<file path="src/rtl/hazard_scoreboard_pkg.sv">
// Shared definitions for the hazard scoreboard: pipeline stage indices,
// default field widths and the shadow-pipe entry layout.
package hazard_pkg;

  localparam int STG_GRF = 0;
  localparam int STG_E   = 1;
  localparam int STG_M   = 2;
  localparam int STG_W   = 3;

  localparam int REG_AW_DEF = 5;
  localparam int TNEW_W_DEF = 3;
  localparam int FWD_W      = 3;
  localparam int STAT_W     = 32;

  typedef struct packed {
    logic                  vld;
    logic [REG_AW_DEF-1:0] a3;
    logic [TNEW_W_DEF-1:0] tnew;
    logic [REG_AW_DEF-1:0] rs;
    logic [REG_AW_DEF-1:0] rt;
  } hz_entry_t;

endpackage

</file>
<file path="src/rtl/hazard_scoreboard_md_busy_timer.sv">
// MDU occupancy timer: loads the multiply or divide latency on a start and
// counts down to zero; busy covers the start cycle itself.
module md_busy_timer #(
  parameter int MULT_CYCLES = 5,
  parameter int DIV_CYCLES  = 10
) (
  input  logic clk,
  input  logic reset,
  input  logic i_start,
  input  logic i_div,
  output logic o_busy
);

  localparam int MAX_CYCLES = (DIV_CYCLES > MULT_CYCLES) ? DIV_CYCLES : MULT_CYCLES;
  localparam int CNT_W      = $clog2(MAX_CYCLES + 1);

  logic [CNT_W-1:0] r_cnt;

  // A start while already busy simply reloads: the latest operation owns HI/LO.
  always_ff @(posedge clk or posedge reset) begin
    if (reset) begin
      r_cnt <= '0;
    end else if (i_start) begin
      r_cnt <= i_div ? CNT_W'(DIV_CYCLES) : CNT_W'(MULT_CYCLES);
    end else if (r_cnt != '0) begin
      r_cnt <= r_cnt - 1'b1;
    end
  end

  assign o_busy = (r_cnt != '0) | i_start;

endmodule

</file>
<file path="src/rtl/hazard_scoreboard.sv">
// Hazard/forwarding controller: shadow pipe of pending GRF writes, D-stage
// stall, D/E forward selects, MDU busy. Define HAZARD_STAT_EN for stall_cnt.
module hazard_scoreboard
  import hazard_pkg::*;
#(
  parameter int DEPTH       = STG_W,
  parameter int REG_AW      = REG_AW_DEF,
  parameter int TNEW_W      = TNEW_W_DEF,
  parameter int MULT_CYCLES = 5,
  parameter int DIV_CYCLES  = 10
) (
  input  logic              clk,
  input  logic              reset,
  input  logic [REG_AW-1:0] d_rs,
  input  logic [REG_AW-1:0] d_rt,
  input  logic              d_need_rs,
  input  logic              d_need_rt,
  input  logic [TNEW_W-1:0] d_tuse_rs,
  input  logic [TNEW_W-1:0] d_tuse_rt,
  input  logic              d_we,
  input  logic [REG_AW-1:0] d_a3,
  input  logic [TNEW_W-1:0] d_tnew,
  input  logic              d_md_use,
  input  logic              e_md_start,
  input  logic              e_md_div,
  output logic              stall,
  output logic              md_busy,
  output logic [FWD_W-1:0]  fwd_rs_d,
  output logic [FWD_W-1:0]  fwd_rt_d,
  output logic [FWD_W-1:0]  fwd_rs_e,
  output logic [FWD_W-1:0]  fwd_rt_e,
  output logic [STAT_W-1:0] stall_cnt
);

  typedef struct packed {
    logic              vld;
    logic [REG_AW-1:0] a3;
    logic [TNEW_W-1:0] tnew;
    logic [REG_AW-1:0] rs;
    logic [REG_AW-1:0] rt;
  } entry_t;

  typedef struct packed {
    logic              hit;
    logic [TNEW_W-1:0] tnew;
    logic [FWD_W-1:0]  stg;
  } match_t;

  entry_t r_pipe [1:DEPTH];
  match_t w_m_rs_d, w_m_rt_d, w_m_rs_e, w_m_rt_e;
  logic   w_stall_rs, w_stall_rt;

  function automatic entry_t age(input entry_t e);
    entry_t o;
    o      = e;
    o.tnew = (e.tnew == '0) ? '0 : e.tnew - 1'b1;
    return o;
  endfunction

  // Scan oldest to youngest so the youngest writer of r overrides older ones.
  function automatic match_t youngest(input logic [REG_AW-1:0] r, input int lo);
    match_t m;
    m = '0;
    for (int k = DEPTH; k >= 1; k--) begin
      if (k >= lo && r != '0 && r_pipe[k].vld && r_pipe[k].a3 == r) begin
        m.hit  = 1'b1;
        m.tnew = r_pipe[k].tnew;
        m.stg  = FWD_W'(k);
      end
    end
    return m;
  endfunction

  assign w_m_rs_d = youngest(d_rs, STG_E);
  assign w_m_rt_d = youngest(d_rt, STG_E);
  assign w_m_rs_e = youngest(r_pipe[STG_E].rs, STG_M);
  assign w_m_rt_e = youngest(r_pipe[STG_E].rt, STG_M);

  assign w_stall_rs = d_need_rs && w_m_rs_d.hit && (w_m_rs_d.tnew > d_tuse_rs);
  assign w_stall_rt = d_need_rt && w_m_rt_d.hit && (w_m_rt_d.tnew > d_tuse_rt);
  assign stall      = w_stall_rs | w_stall_rt | (d_md_use & md_busy);

  // A match still in flight (tnew>0) reports GRF here; E-stage forwarding picks it up later.
  assign fwd_rs_d = (w_m_rs_d.hit && w_m_rs_d.tnew == '0) ? w_m_rs_d.stg : FWD_W'(STG_GRF);
  assign fwd_rt_d = (w_m_rt_d.hit && w_m_rt_d.tnew == '0) ? w_m_rt_d.stg : FWD_W'(STG_GRF);
  assign fwd_rs_e = (w_m_rs_e.hit && w_m_rs_e.tnew == '0) ? w_m_rs_e.stg : FWD_W'(STG_GRF);
  assign fwd_rt_e = (w_m_rt_e.hit && w_m_rt_e.tnew == '0) ? w_m_rt_e.stg : FWD_W'(STG_GRF);

  always_ff @(posedge clk or posedge reset) begin
    if (reset) begin
      for (int k = 1; k <= DEPTH; k++) r_pipe[k] <= '0;
    end else begin
      if (stall) begin
        r_pipe[STG_E] <= '0;
      end else begin
        r_pipe[STG_E] <= '{vld: d_we && (d_a3 != '0), a3: d_a3, tnew: d_tnew,
                           rs: d_rs, rt: d_rt};
      end
      for (int k = 2; k <= DEPTH; k++) r_pipe[k] <= age(r_pipe[k-1]);
    end
  end

  md_busy_timer #(
    .MULT_CYCLES (MULT_CYCLES),
    .DIV_CYCLES  (DIV_CYCLES)
  ) u_md_busy_timer (
    .clk     (clk),
    .reset   (reset),
    .i_start (e_md_start),
    .i_div   (e_md_div),
    .o_busy  (md_busy)
  );

`ifdef HAZARD_STAT_EN
  logic [STAT_W-1:0] r_stall_cnt;

  always_ff @(posedge clk or posedge reset) begin
    if (reset) begin
      r_stall_cnt <= '0;
    end else if (stall && r_stall_cnt != '1) begin
      r_stall_cnt <= r_stall_cnt + 1'b1;
    end
  end

  assign stall_cnt = r_stall_cnt;
`else
  assign stall_cnt = '0;
`endif

endmodule
</file>
<file path="config.mk">
export PLATFORM = sky130hd
export DESIGN_NAME = hazard_scoreboard
export DESIGN_NICKNAME = d
export VERILOG_FILES = /design/src/rtl/hazard_scoreboard_pkg.sv /design/src/rtl/hazard_scoreboard_md_busy_timer.sv /design/src/rtl/hazard_scoreboard.sv
export SDC_FILE = /design/constraint.sdc
export NUM_CORES = 1
export LEC_CHECK = 0
export ABC_AREA = 1
export CAP_MARGIN = 30
export CORE_ASPECT_RATIO = 0.8
export CORE_UTILIZATION = 55
export CTS_BUF_LIST = sky130_fd_sc_hd__clkbuf_16
export DETAILED_ROUTE_END_ITERATION = 8
export PLACE_DENSITY = 0.92
export SYNTH_ARGS = -nofsm -noshare
export SYNTH_HDL_FRONTEND = slang
export SYNTH_HIERARCHICAL = 1
export SYNTH_SLANG_ARGS = --single-unit
</file>
<file path="constraint.sdc">
create_clock -name clk -period 8.15 [get_ports clk]
set_input_delay 1.63 -clock clk [delete_from_list [all_inputs] [get_ports clk]]
set_output_delay 1.63 -clock clk [all_outputs]
set_load 0.1 [all_outputs]
</file>
# ---- After elaboration in Yosys (flattened, before gate mapping)
# Cells that the tools add are included.
dict set report totals {
  memories 0
  out_inout_bits 46
  word_cells 93
  latch_bits 0
  ram_bits 0
  rom_bits 0
  inputBits 32
  register_bits 41
}
dict set report classes {
  n_bitwise 4
  reduce_logical 42
  order_cmp 2
  multipliers 0
  n_shift 0
  n_eq_ne 10
  addsub 3
  div_mod_pow 0
  muxes 20
}
# op count
set ops {}
lappend ops {{7-bit two-way mux} 10}
lappend ops {{5-bit == test} 10}
lappend ops {{1-bit logical AND} 29}
lappend ops {{5-bit nonzero test} 5}
lappend ops {{19-bit two-way mux} 1}
lappend ops {{3-bit logical NOT} 6}
lappend ops {{3-bit two-way mux} 6}
lappend ops {{4-bit two-way mux} 3}
lappend ops {{3-bit greater-than comparator} 2}
lappend ops {{3-bit by 1-bit subtractor with 3-bit output, second input constant} 2}
lappend ops {{4-bit nonzero test} 1}
lappend ops {{4-bit by 1-bit subtractor with 4-bit output, second input constant} 1}
lappend ops {{1-bit OR} 3}
lappend ops {{2-bit nonzero test} 1}
lappend ops {{1-bit bitwise AND} 1}

# ---- Depth between registers and ports, before layout
# Gate-level depths: netlist of run 1.
dict set report depth {
  word_depth 11
  depth_mapped 20
  ltp_nobuf 19
}

# ---- Modules after synthesis
# The synthesis of run 1 kept the hierarchy.
# mod cells_each instances seq_area_each_um2 area_per_inst_um2
set modules_own_cells {}
lappend modules_own_cells {hazard_scoreboard 425 1 925.9 3039.2}
lappend modules_own_cells {md_busy_timer 33 1 100.1 271.5}

# ---- Least setup slack after synthesis of run 1
# OpenSTA, ideal clock, no wires.
dict set report synth_timing {
  kind {input port to output port}
  start {in d_rs[0]}
  end {out fwd_rs_d[0]}
  n_path_buf 0
  setup_slack_ns 2.084
  required_time_ns 6.520
  arrival_ns 4.436
  cell_stages 11
  cell_sequence {nor2_1 > nand2_2 > nor2_4 > nor2_2 > nand2_4 > nand2_1 > inv_1 > nand2_1 > nand2_1 > nand2_1 > nor3_1}
}
dict set report synth_between {
  elab_chain_cells 9
  elab_cells_between_ends 16
  cone_classes {3 x eq/ne; 4 x mux; 9 x reduce/logical}
}
# element line
set synth_rtl {}
lappend synth_rtl {{start, declared} hazard_scoreboard.sv:14} ;# input logic [REG_AW-1:0] d_rs,
lappend synth_rtl {{5-bit nonzero test} hazard_scoreboard.sv:65} ;# if (k >= lo && r != '0 && r_pipe[k].vld && r_pipe[k].a3 == r) begin
lappend synth_rtl {{1-bit logical AND (2 in a row)} hazard_scoreboard.sv:65}
lappend synth_rtl {{7-bit two-way mux (2 in a row)} hazard_scoreboard.sv:65}
lappend synth_rtl {{7-bit two-way mux (*)} hazard_scoreboard.sv:65}
lappend synth_rtl {{3-bit logical NOT} hazard_scoreboard.sv:84} ;# assign fwd_rs_d = (w_m_rs_d.hit && w_m_rs_d.tnew == '0) ? w_m_rs_d.stg : FWD_W'(STG_GRF);
lappend synth_rtl {{1-bit logical AND} hazard_scoreboard.sv:84}
lappend synth_rtl {{3-bit two-way mux (*)} hazard_scoreboard.sv:84}
lappend synth_rtl {{end, declared} hazard_scoreboard.sv:28} ;# output logic [FWD_W-1:0] fwd_rs_d,
# Mark *: on every way between the ends. The rest lies on a longest branch, timed or not.

# ---- Final worst setup path of run 1
dict set report layout_timing {
  start {in d_rs[3]}
  end {out stall}
}
dict set report layout_between {
  elab_chain_cells 10
  elab_cells_between_ends 18
  cone_classes {1 x order compare; 3 x eq/ne; 3 x mux; 2 x bitwise; 9 x reduce/logical}
}
# element line
set layout_rtl {}
lappend layout_rtl {{5-bit nonzero test} hazard_scoreboard.sv:65}
lappend layout_rtl {{1-bit logical AND (2 in a row)} hazard_scoreboard.sv:65}
lappend layout_rtl {{7-bit two-way mux (2 in a row)} hazard_scoreboard.sv:65}
lappend layout_rtl {{7-bit two-way mux (*)} hazard_scoreboard.sv:65}
lappend layout_rtl {{3-bit greater-than comparator / 1-bit logical AND (equally long branches)} hazard_scoreboard.sv:79} ;# assign w_stall_rs = d_need_rs && w_m_rs_d.hit && (w_m_rs_d.tnew > d_tuse_rs);
lappend layout_rtl {{1-bit logical AND (*)} hazard_scoreboard.sv:79}
lappend layout_rtl {{1-bit OR (*) (2 in a row)} hazard_scoreboard.sv:81} ;# assign stall = w_stall_rs | w_stall_rt | (d_md_use & md_busy);
lappend layout_rtl {{end, declared} hazard_scoreboard.sv:26} ;# output logic stall,
# Marks and branches as above.

==> results.yml, run 1 <==
run_status:
  status: "finished clean"
setup_path:
  r2r-start: "r_pipe[33]"
  crit_family: "buffers and inverters"
  path_common_cell: "nand2_1"
  crit_fanout: 20
  crit_start: "d_rs[3]"
  start_kind: "input pin"
  path_buf_inv: 6
  critical_path.endpoint_type: "output port"
  crit_chain: "clkdlybuf4s50_1 > inv_2 > nand2_1 > nand2_1 > inv_2 > nand2_4 > nor2_8 > nand2_4 > nand2_1 > nor2_1 > o21ai_2 > inv_1 > ha_1 > nand2_1 > o21ai_0 > nand3_1 > o211ai_4 > buf_4 > buf_4"
  cp.required_ns: 6.52
  cp.arrival_ns: 4.71
  path_class: "in -> out"
  cp_slowest_cell: "clkdlybuf4s50_1"
  cp_slowest_stage_delay_ns: 0.57
floorplan:
  die_x_um: 88.74
  dieArea_mm2: 0.006336
  io_pins: 78
  dieHeight_um: 71.40
  fp-row-count: 24
  core_mm2: 0.005615
  initial_core_util_pct: 58.96
clock_tree:
  htree_levels: 2
  cts_sinks: 41
  path_clk_slew_ns: 0.06
  clock-root-buffer: "clkbuf_16"
  clk_latency_ns: 0.28
  cts_resized: 0
  ctsHoldBuffers: 0
  post_cts_buffers: 0
  clk_path_buf_depth: 2
  cts_buffers: 5
  cts_tree: "done"
global_route:
  grt_max_degree: 38
  grt_overflow: 0
  grt_pass1_wl_mm: 12.49
  grt_pass1_vias: 2784
  track_usage_pct: 26.32
  antenna_found_initial: 0
sta:
  hold_viol: 0
  worst_pin_slew_ns: 0.9697
  fmax_mhz: 157.8
  rsz0062_at_grt: "false"
  relSlewSlack_pct: 35.15
  drv_slew: 0
  fin_ws_ns: 1.815
  fin_crit_sh_pct: 77.74
  skew_ns: 0.007069
  finalWorstPathRequiredPeriod_ns: 6.335
  setup_viol: 0
  setup-tns-final_ns: 0
logic_synthesis:
  synth_top_area_share_pct: 30.99
  yosysSeqAreaShare_pct: 30.99
  syn-cell-area_mm2: 0.003311
  yosysWarningCount: 6
  synth_area_leaders: "dfrtp_1, nand2_1, buf_4"
  yosys_register_bits: 41
  syn_area_per_cell_um2: 7.229
  ys_types: 37
  synthCells: 458
  synth_area_leader_cell: "dfrtp_1"
finish:
  nets: 549
  num-fill-cells: 493
  drive_gt1_share_pct: 15.42
  multi_input_area_mm2: 0.001833
  syn2layout_area_growth_pct: 15.16
  instances_no_fill: 584
  regArea_mm2: 0.001026
  antenna_cells: 0
power:
  clkPwrFrac_pct: 29.1
  powerDensity_mw_per_mm2: 167.6
  total_power_w: 0.0006391
  power_frac_comb_pct: 33.1
  switching_share_pct: 39.85
  ir_drop_mv: 0.1098
  power_switching_w: 0.0002547
  leakagePower_nw: 2.020
  seqPwrFrac_pct: 37.8
  power.internal_w: 0.0003844
route:
  wl_per_cell_um: 12.86
  drc_errors: 0
  routed_wl_mm: 7.513
  vias: 2937
  drt-initial-drc-count: 255
  drt_first_pass_iters: 5
  viasPerCell: 5.029
  postRouteAntennaNets: 0
place:
  gp_congestion: 0.9372
  dp.cells: 576
  hpwl_mm: 6.164
  io_buffers: 41
  place_ws_ns: 1.829
worst_hold_path:
  hold_path.class: "reg -> reg"
  min_from: "r_pipe[56]"
run:
  cap_violations: 0
[cell type report]
class                           instances  share of cell area (%)
Multi-Input combinational cell        338                   48.08
Inverter                               76                   7.614
Tap cell                               78                   2.560
Clock inverter                          3                  0.4595
Sequential cell                        41                   26.91
Clock buffer                            5                   3.282
Timing Repair Buffer                   43                   11.09
[state kept, by name, indices dropped and copies added (netlist names)]
name,count
u_md_busy_timer/r_cnt,4
r_pipe,37
[Yosys cell counts]
library cell  instances
a211oi_1              1
a21oi_1              14
a21oi_2               1
a221oi_1              1
and3_1                1
buf_4                36
buf_6                 2
conb_1                1
dfrtp_1              41
ha_1                 12
inv_1                60
inv_2                14
inv_4                 2
nand2_1             119
nand2_2               4
nand2_4               4
nand3_1              18
nand3_2               1
nand3_4               2
nand4_1               9
nor2_1               38
nor2_2               22
nor2_4                7
nor2_8                1
nor3_1                8
nor4_1                2
o211ai_1              2
o211ai_4              1
o21ai_0               9
o21ai_1               1
o21ai_2               6
o21ai_4               1
o21bai_4              1
o22ai_1               2
or2_1                 1
xnor2_1               4
xor2_1                9
[through the flow]
step                hold WS [ns]  area [µm²]  utilization [%]
floorplan                 0.3537        3442                -
global placement          0.3582        3670            65.35
detailed placement        0.3803        3670            65.35
CTS                       0.3935        3812            67.89
global route              0.4066        3812            67.89
finish                    0.3864        3812            67.89
[layout by cell type (no fill, tap or decap), types with 7 or more instances in the layout]
cell,instances
a21oi_1,14
clkdlybuf4s50_1,40
conb_1,36
dfrtp_1,41
ha_1,12
inv_1,60
inv_2,14
nand2_1,119
nand3_1,18
nand4_1,9
nor2_1,38
nor2_2,22
nor2_4,7
nor3_1,8
o21ai_0,9
xor2_1,9
[path summary, 6_finish.rpt]
kind	to	slack, ns	cells past startpoint
max	stall	1.81	19
min	r_pipe[37]	0.39	0
max reg2reg	r_pipe[43]	5.23	19
min reg2reg	r_pipe[37]	0.39	0
max in group asynchronous	r_pipe[16]	6.06	3
min in group asynchronous	u_md_busy_timer/r_cnt[0]	1.55	2
[metal layers]
layer	vias to the layer above	GRT usage [%]	share of wire, %
met5	-	0	0
met4	0	8.602	1.8
met3	17	5.415	7.3
met2	122	42.91	48
met1	1366	35.09	43
li1	1432	-	-
[kinds of logic after synthesis]
family | synth area share, %
compound gates | 8.503
xor+xnor | 3.439
fa+ha+maj | 4.535
buf+inv | 17.61
flops | 30.99
other cells | 0.1133
simple gates | 34.81
[power groups by stage]
stage / clock (W) / combinational [W] / sequential (W)
final: 0.000186 / 0.000211 / 0.000242
after global routing: 0.000200 / 0.000229 / 0.000243
after CTS: 0.000188 / 0.000210 / 0.000241
after detailed placement: 0 / 0.000210 / 0.000244
after global placement: 0 / 0.000206 / 0.000243
after floorplan: 0 / 0.000184 / 0.000237
(Power assumes the default switching activity.)
==> run 2, diff against run 1 <==
--- a/config.mk
+++ b/config.mk
@@ -8,10 +8,10 @@
 export ABC_AREA = 1
 export CAP_MARGIN = 30
 export CORE_ASPECT_RATIO = 0.8
-export CORE_UTILIZATION = 55
+export CORE_UTILIZATION = 51
 export CTS_BUF_LIST = sky130_fd_sc_hd__clkbuf_16
 export DETAILED_ROUTE_END_ITERATION = 8
-export PLACE_DENSITY = 0.92
+export PLACE_DENSITY = 0.86
 export SYNTH_ARGS = -nofsm -noshare
 export SYNTH_HDL_FRONTEND = slang
 export SYNTH_HIERARCHICAL = 1
==> constraint.sdc (replaced) <==
create_clock -name clk -period 6.05 [get_ports clk]
set_input_delay 1.21 -clock clk [delete_from_list [all_inputs] [get_ports clk]]
set_output_delay 1.21 -clock clk [all_outputs]
set_load 0.1 [all_outputs]
==> run 2 against run 1 <==
Against the previous run:
- sequential power grew 33%
- worst hold slack lost 0.0026 ns
- core utilization decreased by 4.5 points
- wire length decreased by 1.3%
- clock skew shrank 0.0019 ns
- sequential share of layout area fell by 0.37 points
- first-iteration DRC count decreased by 6.7%
- design area up 1.4%
- critical endpoint unchanged
- largest power group is now the clock network
- highest routed layer unchanged
==> results.yml, run 2 (synthesis results as in run 1) <==
run_status:
  status: "finished clean"
route:
  drc_errors: 0
  routed_wl_mm: 7.414
  viasPerCell: 4.957
  wl_per_cell_um: 12.63
  drt_first_pass_iters: 4
  postRouteAntennaNets: 0
  vias: 2910
  drt-initial-drc-count: 238
sta:
  hold_viol: 0
  worst_pin_slew_ns: 0.9609
  fin_crit_sh_pct: 82.08
  setup-tns-final_ns: 0
  setup_viol: 0
  rsz0062_at_grt: "false"
  skew_ns: 0.005173
  relSlewSlack_pct: 35.74
  fmax_mhz: 201.4
  finalWorstPathRequiredPeriod_ns: 4.966
  drv_slew: 0
setup_path:
  r2r_end: "r_pipe[43]"
  r2r-start: "r_pipe[32]"
  cp_slowest_stage_delay_ns: 0.58
  path_common_cell: "nand2_1"
  critical_path.endpoint_type: "output port"
  crit_chain: "clkdlybuf4s50_1 > inv_2 > nand2_1 > nor2_4 > nor2_4 > nand2_4 > nand2_1 > nor2_1 > o21ai_2 > inv_1 > ha_1 > nand2_1 > o21ai_0 > nand3_1 > o211ai_4 > buf_12"
  crit_fanout: 5
  crit_family: "buffers and inverters"
  start_kind: "input pin"
  cp.arrival_ns: 3.76
  path_buf_inv: 4
  reg2reg_slack_ns: 3.16
  path_class: "in -> out"
  cp.required_ns: 4.84
  r2r_cells: 16
  cp_slowest_cell: "clkdlybuf4s50_1"
worst_hold_path:
  hold_path.class: "reg -> reg"
  min_path_cells: 0
  worst_hold_path.endpoint: "r_pipe[37]"
  min_from: "r_pipe[56]"
place:
  io_buffers: 41
  gp_congestion: 0.9335
  dp.cells: 579
  hpwl_mm: 6.100
  post_dp_cell_area_mm2: 0.003676
global_route:
  track_usage_pct: 23.24
  grt_pass1_wl_mm: 12.15
  antenna_found_initial: 0
  grt_pass1_vias: 2568
  grt_overflow: 0
  grt_util_met3_pct: 3.783
  gr-usage-met1_pct: 31.05
  grt.busiest_layer: "met2"
  grt_util_met2_pct: 39.88
  grt_max_degree: 38
clock_tree:
  clk_path_buf_depth: 2
  cts_tree: "done"
  cts_buffers: 5
  clk_latency_ns: 0.28
  htree_levels: 2
  post_cts_buffers: 0
  ctsHoldBuffers: 0
  path_clk_slew_ns: 0.06
  clock-root-buffer: "clkbuf_16"
  cts_resized: 0
  cts_sinks: 41
power:
  leakagePower_nw: 2.057
  ir_drop_mv: 0.1474
  total_power_w: 0.0009508
  powerDensity_mw_per_mm2: 245.9
finish:
  instances_no_fill: 587
  final_common_cell: "nand2_1"
  nets: 549
  final_util_pct: 63.38
  regArea_mm2: 0.001026
  drive_gt1_share_pct: 16.21
  top_regs: "r_pipe: 37 flops, u_md_busy_timer/r_cnt: 4 flops"
  top_register: "r_pipe"
  final_cell_mix: "nand2_1, inv_1, dfrtp_1"
  num-fill-cells: 538
  syn2layout_area_growth_pct: 16.78
  stdcell_area_mm2: 0.003866
  antenna_cells: 0
  largest_reg_flops: 37
  multi_input_area_mm2: 0.001833
floorplan:
  dieHeight_um: 74.07
  die_x_um: 92.08
  io_pins: 78
  initial_core_util_pct: 54.28
  fp-row-count: 25
  dieArea_mm2: 0.006820
  core_mm2: 0.006100
run:
  cap_violations: 0
## run 2: worst max path at each step
stage | depth (start not counted) | start | to | slack (ns)
2_1_floorplan | 11 | d_rs[0] | fwd_rs_d[0] | 0.82
3_3_place_gp | 17 | d_rt[3] | stall | 1.13
3_5_place_dp | 16 | d_rs[1] | stall | 1.10
4_1_cts | 16 | d_rs[1] | stall | 1.08
5_1_grt | 17 | d_rs[4] | stall | 0.83
6_report | 16 | d_rs[4] | stall | 1.08
## run 2: through the flow
step	setup slack (ns)	hold slack, ns
2_1_floorplan	0.8238	0.3537
3_3_place_gp	1.133	0.3574
3_5_place_dp	1.095	0.3597
4_1_cts	1.076	0.3888
5_1_grt	0.8301	0.4012
6_report	1.084	0.3838
## run 2: final cells by class
cell class | instances | area share (%)
Clock buffer | 5 | 3.236
Clock inverter | 3 | 1.683
Inverter | 76 | 7.508
Multi-Input combinational cell | 338 | 47.41
Sequential cell | 41 | 26.54
Tap cell | 81 | 2.621
Timing Repair Buffer | 43 | 11.00
## run 2: layer usage
layer | part of all wire, % | vias up
met5 | 0 | -
met4 | 1.3 | 0
met3 | 7.3 | 13
met2 | 48 | 123
met1 | 44 | 1336
li1 | - | 1438
## run 2: where the power goes
part	leakage [nW]	switching [W]	internal, W
registers	0.524	0.0000263	0.000297
logic	1.44	0.000217	0.0000714
clock network	0.0938	0.000104	0.000235
total	2.06	0.000347	0.000604
## run 2: worst register-to-register path: stages (launching register included)
cell and delay (ns):
dfrtp_1 0.50, inv_1 0.15, nand2_1 0.13, nand3_4 0.10
nor2_8 0.15, nand2_4 0.08, nand2_1 0.09, nor2_1 0.06
o21ai_2 0.14, inv_1 0.06, ha_1 0.30, nand2_1 0.05
o21ai_0 0.14, nand3_1 0.13, o211ai_4 0.25, buf_4 0.36
nor2_2 0.08
==> run 3, diff against run 2 <==
--- a/config.mk
+++ b/config.mk
@@ -8,10 +8,10 @@
 export ABC_AREA = 1
 export CAP_MARGIN = 30
 export CORE_ASPECT_RATIO = 0.8
-export CORE_UTILIZATION = 51
+export CORE_UTILIZATION = 46
 export CTS_BUF_LIST = sky130_fd_sc_hd__clkbuf_16
 export DETAILED_ROUTE_END_ITERATION = 8
-export PLACE_DENSITY = 0.86
+export PLACE_DENSITY = 0.83
 export SYNTH_ARGS = -nofsm -noshare
 export SYNTH_HDL_FRONTEND = slang
 export SYNTH_HIERARCHICAL = 1
==> constraint.sdc (replaced) <==
create_clock -name clk -period 4.4 [get_ports clk]
set_input_delay 0.88 -clock clk [delete_from_list [all_inputs] [get_ports clk]]
set_output_delay 0.88 -clock clk [all_outputs]
set_load 0.1 [all_outputs]
==> run 3 against run 2 <==
Against the previous run:
- cell count increased by 1.5%
- combinational power up 39%
- register-to-register slack worse by 1.7 ns
- design area grew 1.3%
- sequential share of layout area fell by 0.34 points
- die area rose by 11%
- worst hold slack got worse by 0.0036 ns
- wire length rose by 4.7%
- core utilization decreased by 6.8 points
- first-iteration DRC count grew 31%
- power rose by 25%
- critical path type unchanged
- critical endpoint unchanged
- largest cell class unchanged
- highest routed layer unchanged
==> results.yml, run 3 (synthesis results as in run 1) <==
run_status:
  status: "finished clean"
setup_path:
  start_kind: "input pin"
  critical_path.endpoint_type: "output port"
  cp.arrival_ns: 3.12
  reg2reg_slack_ns: 1.45
  cp.required_ns: 3.52
  cp_slowest_cell: "ha_1"
  crit_fanout: 5
  crit_family: "simple AND/OR/NAND/NOR gates"
  crit_chain: "dlymetal6s2s_1 > inv_2 > nand2_1 > nand2_1 > nand2_1 > nor2_4 > nand2_4 > nand2_1 > nor2_1 > o21ai_2 > inv_1 > ha_1 > nand2_1 > o21ai_0 > nand3_1 > o211ai_4 > buf_12"
  path_buf_inv: 4
  path_class: "in -> out"
  path_common_cell: "nand2_1"
  cp_slowest_stage_delay_ns: 0.31
place:
  place_ws_ns: 0.06824
  gp_congestion: 1.014
  post_dp_cell_area_mm2: 0.003724
  io_buffers: 41
  hpwl_mm: 6.349
  dp.cells: 585
power:
  power.internal_w: 0.0007124
  powerDensity_mw_per_mm2: 304.0
  switching_share_pct: 40.16
  power_frac_comb_pct: 33.5
  leakagePower_nw: 2.152
  seqPwrFrac_pct: 37.5
  clkPwrFrac_pct: 29.1
  power_switching_w: 0.0004782
  ir_drop_mv: 0.1588
  total_power_w: 0.001191
route:
  drt_first_pass_iters: 5
  vias: 2963
  postRouteAntennaNets: 0
  routed_wl_mm: 7.765
  wl_per_cell_um: 13.03
  viasPerCell: 4.971
  drt-initial-drc-count: 312
  drc_errors: 0
sta:
  fmax_mhz: 249.7
  setup_viol: 0
  skew_ns: 0.004513
  worst_pin_slew_ns: 0.9578
  rsz0062_at_grt: "false"
  hold_viol: 0
  fin_ws_ns: 0.3952
  fin_crit_sh_pct: 91.02
  finalWorstPathRequiredPeriod_ns: 4.005
  drv_slew: 0
  relSlewSlack_pct: 35.95
  holdWs_ns: 0.3802
clock_tree:
  clock-root-buffer: "clkbuf_16"
  cts_buffers: 5
  clk_latency_ns: 0.28
  cts_sinks: 41
  path_clk_slew_ns: 0.05
  htree_levels: 2
  cts_tree: "done"
  clk_path_buf_depth: 2
floorplan:
  dieArea_mm2: 0.007543
  core_mm2: 0.006925
  dieHeight_um: 77.88
  die_x_um: 96.85
  fp-row-count: 27
  initial_core_util_pct: 47.80
  io_pins: 78
finish:
  top_regs: "r_pipe: 37 flops, u_md_busy_timer/r_cnt: 4 flops"
  nets: 552
  final_common_cell: "nand2_1"
  largest_reg_flops: 37
  top_register: "r_pipe"
  instances_no_fill: 596
  stdcell_area_mm2: 0.003916
  drive_gt1_share_pct: 17.88
  antenna_cells: 0
  syn2layout_area_growth_pct: 18.29
  final_cell_mix: "nand2_1, inv_1, dfrtp_1"
global_route:
  grt_overflow: 0
  antenna_found_initial: 0
  grt_max_degree: 38
  track_usage_pct: 21.43
  grt_pass1_wl_mm: 12.70
  grt_pass1_vias: 2695
run:
  cap_violations: 0
worst_hold_path:
  hold_path.class: "reg -> reg"
-- run 3: cell count changes in the layout (fill, tap and decap cells not counted), sizes merged --
cell	change
clkinv	+2
bufinv	-2
buf	+7
clkdlybuf4s50	-14
dlymetal6s2s	+10
-- run 3: metrics by stage --
stage	utilization, %	TNS [ns]
floorplan	-	-0.6369
detailed placement	53.77	0
global placement	53.77	0
global route	56.55	0
CTS	55.75	0
finish	56.55	0
-- run 3: path summary, 6_finish.rpt --
kind,start,to,cells past startpoint
max,d_rs[4],stall,17
min,r_pipe[56],r_pipe[37],0
max reg2reg,r_pipe[35],r_pipe[40],16
min reg2reg,r_pipe[56],r_pipe[37],0
max in group asynchronous,reset,r_pipe[56],3
min in group asynchronous,reset,u_md_busy_timer/r_cnt[1],2
-- run 3: metal layers --
layer / up-vias / track usage, % / wire length [µm]
li1: 1444 / - / -
met1: 1376 / 28.62 / 3444
met2: 124 / 34.93 / 3627
met3: 19 / 4.324 / 533
met4: 0 / 6.866 / 159
met5: - / 0 / 0
-- run 3: repair_timing --
action	CTS	global route
setup buffers	0	3
hold endpoints to repair	0	0
gates resized for setup	0	14
setup endpoints to repair	0	1
hold buffers	0	0
-- run 3: layout make-up --
cell class              count  area [µm²]
well taps                  87       108.9
flip-flops and latches     41        1026
repair buffers             46       513.0
fillers                   634        3009
inverters                  76       290.3
clock buffers               5       125.1
multi-input cells         338        1841
clock inverters             3       12.51
-- run 3: power groups by stage --
| stage | clock, W | combinational, W | sequential [W] |
|---|---|---|---|
| 5_1_grt | 0.000370 | 0.000430 | 0.000449 |
| 4_1_cts | 0.000347 | 0.000395 | 0.000444 |
| 2_1_floorplan | 0 | 0.000342 | 0.000439 |
| 3_5_place_dp | 0 | 0.000393 | 0.000451 |
| 6_report | 0.000346 | 0.000399 | 0.000446 |
| 3_3_place_gp | 0 | 0.000385 | 0.000450 |
